**src/rtl/acc_lane_array.sv**
```systemverilog
// acc_lane_array: NUM_LANE lock-step accumulators, each run sums num_cnt_i valid beats.
// Build macro ACC_SAT_EN selects per-lane saturating add with sticky sat_o; default wraps.
module acc_lane_array #(
   parameter int NUM_LANE      = 4,
   parameter int IN_DATA_WIDTH = 8,
   parameter int DWIDTH        = 16,
   parameter int CNT_WIDTH     = 8
) (
   input  logic                              clk,
   input  logic                              reset,
   input  logic                              run_i,
   input  logic [CNT_WIDTH-1:0]              num_cnt_i,
   input  logic                              valid_i,
   input  logic [NUM_LANE*IN_DATA_WIDTH-1:0] number_i,
   output logic                              ready_o,
   output logic                              busy_o,
   output logic                              valid_o,
   output logic [NUM_LANE*DWIDTH-1:0]        result_o,
   output logic [NUM_LANE-1:0]               sat_o
);

   // Handshake: valid_i only qualifies number_i (no backpressure); a beat counts when
   // valid_i=1 in RUN without run_i. valid_o is a single-cycle strobe with no ready.
   typedef enum logic [1:0] {IDLE, RUN, DONE} state_t;

   state_t               state_q, state_d;
   logic [CNT_WIDTH-1:0] cnt_q, cnt_d;
   logic [CNT_WIDTH-1:0] target_q, target_d;
   logic [CNT_WIDTH-1:0] last_cnt;
   logic [DWIDTH-1:0]    acc_q [NUM_LANE];
   logic [DWIDTH-1:0]    acc_d [NUM_LANE];
   logic [NUM_LANE-1:0]  sat_q, sat_d;
`ifdef ACC_SAT_EN
   logic [DWIDTH:0]      sum [NUM_LANE];
`endif

   assign last_cnt = target_q - CNT_WIDTH'(1);

   always_ff @(posedge clk) begin
      if (reset) begin
         state_q  <= IDLE;
         cnt_q    <= '0;
         target_q <= '0;
         sat_q    <= '0;
         for (int k = 0; k < NUM_LANE; k++) acc_q[k] <= '0;
      end else begin
         state_q  <= state_d;
         cnt_q    <= cnt_d;
         target_q <= target_d;
         sat_q    <= sat_d;
         for (int k = 0; k < NUM_LANE; k++) acc_q[k] <= acc_d[k];
      end
   end

   always_comb begin
      state_d  = state_q;
      cnt_d    = cnt_q;
      target_d = target_q;
      sat_d    = sat_q;
      for (int k = 0; k < NUM_LANE; k++) acc_d[k] = acc_q[k];
`ifdef ACC_SAT_EN
      for (int k = 0; k < NUM_LANE; k++) sum[k] = '0;
`endif
      // run_i wins in every state; a coinciding beat is dropped
      if (run_i) begin
         state_d  = (num_cnt_i == '0) ? DONE : RUN;
         cnt_d    = '0;
         target_d = num_cnt_i;
         sat_d    = '0;
         for (int k = 0; k < NUM_LANE; k++) acc_d[k] = '0;
      end else begin
         case (state_q)
            RUN: begin
               if (valid_i) begin
                  cnt_d = cnt_q + CNT_WIDTH'(1);
                  if (cnt_q == last_cnt) state_d = DONE;
                  for (int k = 0; k < NUM_LANE; k++) begin
`ifdef ACC_SAT_EN
                     sum[k] = {1'b0, acc_q[k]}
                            + (DWIDTH+1)'(number_i[k*IN_DATA_WIDTH +: IN_DATA_WIDTH]);
                     if (sum[k][DWIDTH]) begin
                        acc_d[k] = '1;
                        sat_d[k] = 1'b1;
                     end else begin
                        acc_d[k] = sum[k][DWIDTH-1:0];
                     end
`else
                     acc_d[k] = acc_q[k]
                              + DWIDTH'(number_i[k*IN_DATA_WIDTH +: IN_DATA_WIDTH]);
`endif
                  end
               end
            end
            DONE:    state_d = IDLE;
            default: state_d = state_q;
         endcase
      end
   end

   assign ready_o = (state_q == IDLE);
   assign busy_o  = (state_q == RUN);
   assign valid_o = (state_q == DONE);
   assign sat_o   = sat_q;

   for (genvar k = 0; k < NUM_LANE; k++) begin : g_lane
      assign result_o[k*DWIDTH +: DWIDTH] = acc_q[k];
   end

endmodule

```
**config.mk**
```make
export PLATFORM = sky130hd
export DESIGN_NAME = acc_lane_array
export DESIGN_NICKNAME = d
export VERILOG_FILES = /design/src/rtl/acc_lane_array.sv
export SDC_FILE = /design/constraint.sdc
export NUM_CORES = 1
export LEC_CHECK = 0
export ABC_AREA = 1
export ABC_CLOCK_PERIOD_IN_PS = 2000
export CORE_MARGIN = 4
export CORE_UTILIZATION = 46
export CTS_BUF_LIST = sky130_fd_sc_hd__clkbuf_8
export DETAILED_ROUTE_END_ITERATION = 12
export PLACE_DENSITY = 0.79
export SLEW_MARGIN = 20
export SYNTH_ARGS = -nofsm -noshare
export SYNTH_HDL_FRONTEND = slang
export SYNTH_SLANG_ARGS = --single-unit
```
**constraint.sdc**
```tcl
create_clock -name clk -period 2 [get_ports clk]
set_input_delay 0.4 -clock clk [delete_from_list [all_inputs] [get_ports clk]]
set_output_delay 0.4 -clock clk [all_outputs]
set_load 0.02 [all_outputs]
```
==> results of run 1 <==
-- state kept, by name, summed over array words and instances (netlist names) --
signal / flops
acc_q: 64
cnt_q: 8
target_q: 8
state_q: 2
-- per-stage QoR --
step | instances | utilization [%] | total power, mW
floorplan | 717 | - | 2.10
global placement | 1025 | 63.7 | 2.40
detailed placement | 1025 | 63.7 | 2.41
CTS | 1049 | 67.2 | 3.96
global route | 1053 | 69.3 | 4.15
finish | 1053 | 69.3 | 3.94
-- Yosys cell counts (3+ instances only) --
cell type	number
nand3b_1	3
buf_1	4
nor2_1	69
xnor2_1	10
o21ai_1	5
nand4_1	7
a21oi_1	71
ha_1	34
buf_4	6
and3_1	3
xor2_1	21
nor2_2	3
fa_1	4
dfxtp_1	82
a21o_1	5
clkbuf_1	5
inv_1	87
o21ai_0	57
o21bai_1	23
buf_2	7
nor3_1	12
a31oi_1	5
nand3_1	42
nand2_1	127
-- cell usage in the layout, fill, tap and decap left out, types with 3 or more instances in the layout --
cell,n
a21o_1,5
a21oi_1,67
a21oi_2,4
a31oi_1,4
buf_4,89
bufinv_16,4
clkbuf_8,9
clkdlybuf4s50_1,100
clkinv_2,3
conb_1,4
dfxtp_1,79
dfxtp_4,3
dlymetal6s2s_1,8
fa_2,4
ha_1,28
ha_4,5
inv_1,80
inv_2,8
nand2_1,120
nand2_2,5
nand2_4,3
nand3_1,36
nand3_2,6
nand3b_1,3
nand4_1,7
nor2_1,68
nor2_4,3
nor3_1,11
o21ai_0,50
o21ai_1,11
o21bai_1,23
xnor2_1,10
xor2_1,21
-- cells by family after synthesis --
family	after synthesis
adder cells (fa/ha/maj)	38
AO/OA/AOI/OAI	175
XOR/XNOR	31
other	1
AND/OR/NAND/NOR	276
buffers and inverters	111
flip-flops	82
-- repair_timing --
action,in CTS,in global routing
buffers inserted,9,4
gates resized for setup,25,49
endpoints found under the setup margin,14,34
pin swaps,20,19
-- worst max-delay path by stage --
stage / to / slack, ps
after floorplan: acc_q[0][30] / -30
after global placement: acc_q[0][30] / -520
after detailed placement: acc_q[0][30] / -580
after CTS: acc_q[0][30] / -60
after global routing: acc_q[0][42] / -20
final: acc_q[0][36] / 50
-- final cells by class --
type	count	area [um2]
clock buffers	9	124
clock inverters	6	130
fillers	895	3320
inverters	89	335
multi-input cells	524	3210
flip-flops and latches	82	1650
well taps	140	175
repair buffers	203	1850
-- report_power, final --
| part | leakage, nW | internal, mW | switching, mW |
|---|---|---|---|
| Combinational | 2.59 | 0.355 | 0.367 |
| Sequential | 0.666 | 1.66 | 0.0289 |
| Clock | 0.129 | 0.945 | 0.589 |
-- metal layers --
layer	wire, um	up-vias	GRT usage, %	part of all wire (%)
li1	-	2751	-	-
met5	0	-	0	0
met1	5930	2471	25.9	41
met4	179	0	4.73	1.2
met3	800	16	6.47	5.6
met2	7440	127	40.3	52
-- tightest hold or removal path, cell delays in order, from the launching register on --
cell and delay [ps]:
dfxtp_1 320, inv_1 70, a21oi_1 60
==> run_results.csv, run 1 <==
group,metric,value,unit
critical_path,cp_num_buf_inv,6,
yosys,muxShareOfSynthArea,0,%
floorplanning,row_count,38,
yosys,netlist.area_leader.share,32.4,%
min_path,hold-path-cell-count,2,
sta,whs,495,ps
critical_path,crit_family,"buffers and inverters",
critical_path,arrival_time_reported_for_the_critical_path_endpoint,2190,ps
yosys,ys.warnings.count,0,
status,status,"finished, final reports clean",
place,preCtsSetupSlack,-577,ps
yosys,ys_async_sr_fraction,0,%
critical_path,timing.critical_path.depth,11,
critical_path,r2r-end,"acc_q[0][12]",
sta,setup_total_negative_slack,0,ps
routing,vias_per_cell,5.09,
yosys,synth-seq-cells,82,
floorplanning,die_w,113,um
clock_tree,clk_path_buf_depth,2,
yosys,ys_types,42,
power_and_ir_drop,power.density,528,nW/um2
routing,routed_wire_length_per_instance,13.6,um
global_routing,grt_max_degree,30,
min_path,holdPathEnd,"target_q[1]",
critical_path,rr_worst_depth,9,
yosys,post_synth_fa_ha_maj_area_fraction,9.99,%
min_path,timing.hold.worst.start,"target_q[1]",
critical_path,worstPathRequired,2250,ps
global_routing,antenna_found_initial,0,
yosys,post_synth_main_area_contributors,"dfxtp_1 (32%), nand2_1 (9.4%), ha_1 (8.4%), a21oi_1 (7.0%), inv_1 (6.5%)",
yosys,synth_edf_count,0,
yosys,largest_family_of_logic_cells_by_synthesized_area,"simple AND/OR/NAND/NOR gates",
routing,postRouteAntennaNets,0,
sta,setup_ws,52.7,ps
place,post-dp-hpwl,10.3,mm
critical_path,critPathMostFrequentCell,"buf_4",
floorplanning,io_pins,115,
critical_path,r2r_setup_slack,110,ps
sta,clock_skew,7.37,ps
place,portBuffers,110,
job,max-cap-violations,0,
place,placed_cell_area,6870,um2
critical_path,cp-start-kind,"primary input",
yosys,synthFlopType,"dfxtp_1",
sta,timing.fmax,514,MHz
cells_and_area,antenna_cells_inserted,0,
critical_path,worstSetupEndpointType,"register",
sta,report.final.setup_viol,0,
min_path,hp-class,"register to register",
place,gpl.final_weighted_congestion,0.848,
critical_path,slowest_delay,420,ps
global_routing,wire_length_of_the_first_global_routing_pass,23.8,mm
power_and_ir_drop,power.ir.vdd_worst,0.381,mV
routing,dr.first_iter.drc_count,166,
clock_tree,cts_root_buf,"clkbuf_8",
cells_and_area,fin_nets,991,
yosys,sequential_area_share_after_synthesis,32.4,%
power_and_ir_drop,static-leakage-power,3.39,nW
clock_tree,cts-buffers-inserted,9,
global_routing,grt_pass1_vias,5297,
sta,timing_hold_violations_final,0,
clock_tree,post_cts_hold_buffer_count,0,
cells_and_area,fin_area,7480,um2
clock_tree,htree_num_levels,3,
routing,detail_route.drc_violations,0,
floorplanning,initial_utilization,46.9,%
critical_path,startpoint,"number_i[18]",
routing,vias,5365,
global_routing,global_route_overflow,0,
clock_tree,cts.reportedPaths.clkPinSlew,80,ps
floorplanning,die_height,113,um
cells_and_area,area.growth.synth_to_final,47.7,%
yosys,avg_synthesized_cell_area,7.09,um2
yosys,yosysTopAreaCell,"dfxtp_1",
floorplanning,design.core.area,10800,um2
yosys,synthCells,714,
critical_path,crit_path_max_fanout,5,
critical_path,rr_startpoint,"acc_q[0][0]",
yosys,synth_area,5060,um2
yosys,synth_xor_area_share,5.36,%
global_routing,grt.total_usage,22.2,%
yosys,synth_simple_gate_area_share,23.8,%
clock_tree,cts_tree,"built",
cells_and_area,layout-drive-gt1-share,18.2,%
critical_path,crit_path_top_delay_cell,"clkdlybuf4s50_1",
clock_tree,clk-insertion-delay-late,350,ps
floorplanning,dieArea,12700,um2
routing,first_pass_iters,4,
critical_path,path_cells,"clkdlybuf4s50_1 -> ha_1 -> nand3b_1 -> nand2_2 -> buf_4 -> buf_4 -> buf_4 -> buf_4 -> xor2_1 -> o21bai_1 -> inv_1",
sta,layout_min_cycle_time,1950,ps
sta,fin_crit_sh,97.4,%
critical_path,crit_type,"primary input to register",
sta,final-max-slew-violation-count,0,
routing,finalWirelength,14.4,mm
yosys,synth_compound_gate_area_share,19.4,%
clock_tree,numClockSinks,82,
(Power assumes the default switching activity.)
==> inputs of run 2 (changes only) <==
Settings changed: PLACE_DENSITY 0.79 to 0.82.
==> run 2 against run 1 <==
Compared with the run above:
- combinational power down 3.2%
- critical path depth up 2
- non-clock buffer count shrank 7
- clock power shrank 23%
- cell count shrank 0.57%
- sequential cell count is the same
- core utilization down 2.0 points
- wire length fell by 3.4%
- setup slack worse by 3.8 ps
- largest cell class unchanged
- die area unchanged
- highest routed layer unchanged
==> run_results.csv, run 2 (synthesis results as in run 1) <==
group,metric,value,unit
critical_path,arrival_time_reported_for_the_critical_path_endpoint,2200,ps
power_and_ir_drop,combinationalPowerShare,19.6,%
critical_path,worstPathRequired,2250,ps
global_routing,grt.total_usage,21.2,%
place,preCtsSetupSlack,-571,ps
cells_and_area,layout_commonest_cell,"nand2_1",
routing,routed_wire_length_per_instance,13.2,um
job,max-cap-violations,0,
critical_path,crit_path_max_fanout,2,
critical_path,crit_type,"register to register",
sta,report.final.setup_viol,0,
power_and_ir_drop,power.switching,1.00,mW
sta,timing.fmax,513,MHz
cells_and_area,fin_nets,984,
floorplanning,die_height,113,um
routing,vias,5361,
global_routing,wire_length_of_the_first_global_routing_pass,22.6,mm
critical_path,crit_family,"adder cells",
critical_path,startpoint,"acc_q[0][48]",
place,post-dp-hpwl,10.1,mm
clock_tree,cts_root_buf,"clkbuf_8",
floorplanning,die_w,113,um
power_and_ir_drop,power_report.internal_total,2.57,mW
floorplanning,io_pins,115,
status,status,"finished, final reports clean",
global_routing,grt_max_degree,40,
critical_path,rr_startpoint,"acc_q[0][48]",
critical_path,cp-start-kind,"register",
floorplanning,dieArea,12700,um2
place,portBuffers,110,
critical_path,crit_path_top_delay_cell,"fa_2",
sta,setup_ws,48.9,ps
routing,vias_per_cell,5.12,
sta,whs,476,ps
sta,final-max-slew-violation-count,0,
cells_and_area,instances_no_fill,1047,
sta,grt_setup_unrepaired,"yes",
clock_tree,htree_num_levels,3,
critical_path,path_cells,"ha_2 -> inv_2 -> fa_2 -> nand3b_1 -> nand2_1 -> buf_4 -> buf_4 -> a21oi_1 -> nor2_1 -> nor2_1 -> xnor2_1 -> o21bai_1 -> inv_1",
global_routing,grt_pass1_vias,5156,
cells_and_area,layout-drive-gt1-share,16.2,%
sta,fin_crit_sh,97.6,%
power_and_ir_drop,power.ir.vdd_worst,0.429,mV
cells_and_area,fin_area,7260,um2
place,placed_cell_area,6820,um2
place,dp.cells,1018,
place,gpl.final_weighted_congestion,0.898,
routing,postRouteAntennaNets,0,
clock_tree,post_cts_hold_buffer_count,0,
clock_tree,cts.reportedPaths.clkPinSlew,90,ps
min_path,hp-class,"primary input to register",
sta,timing_hold_violations_final,0,
floorplanning,row_count,38,
power_and_ir_drop,swShare,28.1,%
power_and_ir_drop,power.density,492,nW/um2
clock_tree,clk_path_buf_depth,2,
power_and_ir_drop,power_frac_seq,47.3,%
critical_path,worstSetupEndpointType,"register",
critical_path,cp_num_buf_inv,4,
sta,setup_total_negative_slack,0,ps
critical_path,slowest_delay,350,ps
min_path,timing.hold.worst.start,"number_i[8]",
global_routing,global_route_overflow,0,
cells_and_area,layout.cells.most_common_list,"nand2_1 (124), clkdlybuf4s50_1 (102), buf_4 (84)",
clock_tree,clk-insertion-delay-late,360,ps
power_and_ir_drop,static-leakage-power,3.29,nW
sta,layout_min_cycle_time,1950,ps
clock_tree,cts-buffers-inserted,9,
global_routing,antenna_found_initial,0,
cells_and_area,antenna_cells_inserted,0,
floorplanning,design.core.area,10800,um2
routing,finalWirelength,13.9,mm
routing,first_pass_iters,7,
cells_and_area,largest_register,"acc_q",
power_and_ir_drop,report.power.total,3.57,mW
clock_tree,numClockSinks,82,
routing,detail_route.drc_violations,0,
floorplanning,initial_utilization,46.9,%
cells_and_area,max_reg_flops,64,
routing,dr.first_iter.drc_count,291,
clock_tree,cts_tree,"built",
power_and_ir_drop,p_clk_share,33.1,%
sta,clock_skew,11.8,ps
cells_and_area,fillCellCount,874,
cells_and_area,biggestRegsByFlops,"acc_q: 64 flops, cnt_q: 8 flops, target_q: 8 flops",
cells_and_area,area.growth.synth_to_final,43.4,%
cells_and_area,utilization,67.3,%
-- run 2: cell types whose count changed in the layout (fill, tap and decap cells not counted), moves of 3 or more --
| cell | previous run | this run |
|---|---|---|
| bufinv_16 | 4 | 1 |
| nand2_2 | 5 | 1 |
| dfxtp_2 | 0 | 3 |
| a21oi_1 | 67 | 70 |
| a21oi_2 | 4 | 1 |
| nand2_1 | 120 | 124 |
| buf_4 | 89 | 84 |
| ha_4 | 5 | 2 |
-- run 2: power groups by stage --
stage          sequential (mW)  combinational (mW)  clock, mW
2_1_floorplan             1.74               0.353          0
3_3_place_gp              1.73               0.665          0
3_5_place_dp              1.73               0.673          0
4_1_cts                   1.69               0.685       1.21
5_1_grt                   1.70               0.775       1.27
6_report                  1.69               0.700       1.18
-- run 2: what timing repair did --
action                     4_1_cts  5_1_grt
pin swaps                       19       17
setup endpoints to repair       13       28
resized for setup               23       27
setup buffers                    7        6
-- run 2: path summary, 6_finish.rpt --
| path | cells past startpoint | to | slack [ps] |
|---|---|---|---|
| worst max-delay path | 13 | acc_q[0][54] | 50 |
| worst min-delay path | 4 | acc_q[0][16] | 480 |
| worst min register to register | 2 | target_q[1] | 490 |
| worst max register to register | 13 | acc_q[0][54] | 50 |
-- run 2: tightest hold or removal path, delay by kind of cell --
| family | cells | cell delay (ps) |
|---|---|---|
| AO/OA/AOI/OAI | 1 | 110 |
| adder cells (fa/ha/maj) | 1 | 160 |
| buffers and inverters | 1 | 100 |
| AND/OR/NAND/NOR | 1 | 40 |
-- run 2: layout make-up --
type                    count  area (um2)  share of cell area, %
clock inverters             7        61.3                  0.845
flip-flops and latches     82        1650                   22.7
well taps                 140         175                   2.41
inverters                  89         335                   4.62
repair buffers            196        1780                   24.6
multi-input cells         524        3130                   43.1
clock buffers               9         124                   1.71
-- run 2: layer usage --
layer  share of wire, %  global-route usage [%]  vias to the layer above
met5                  0                       0                        -
met4                1.6                    6.41                        0
met3                6.2                    5.51                       20
met2                 51                    38.0                      173
met1                 42                    24.6                     2441
li1                   -                       -                     2727
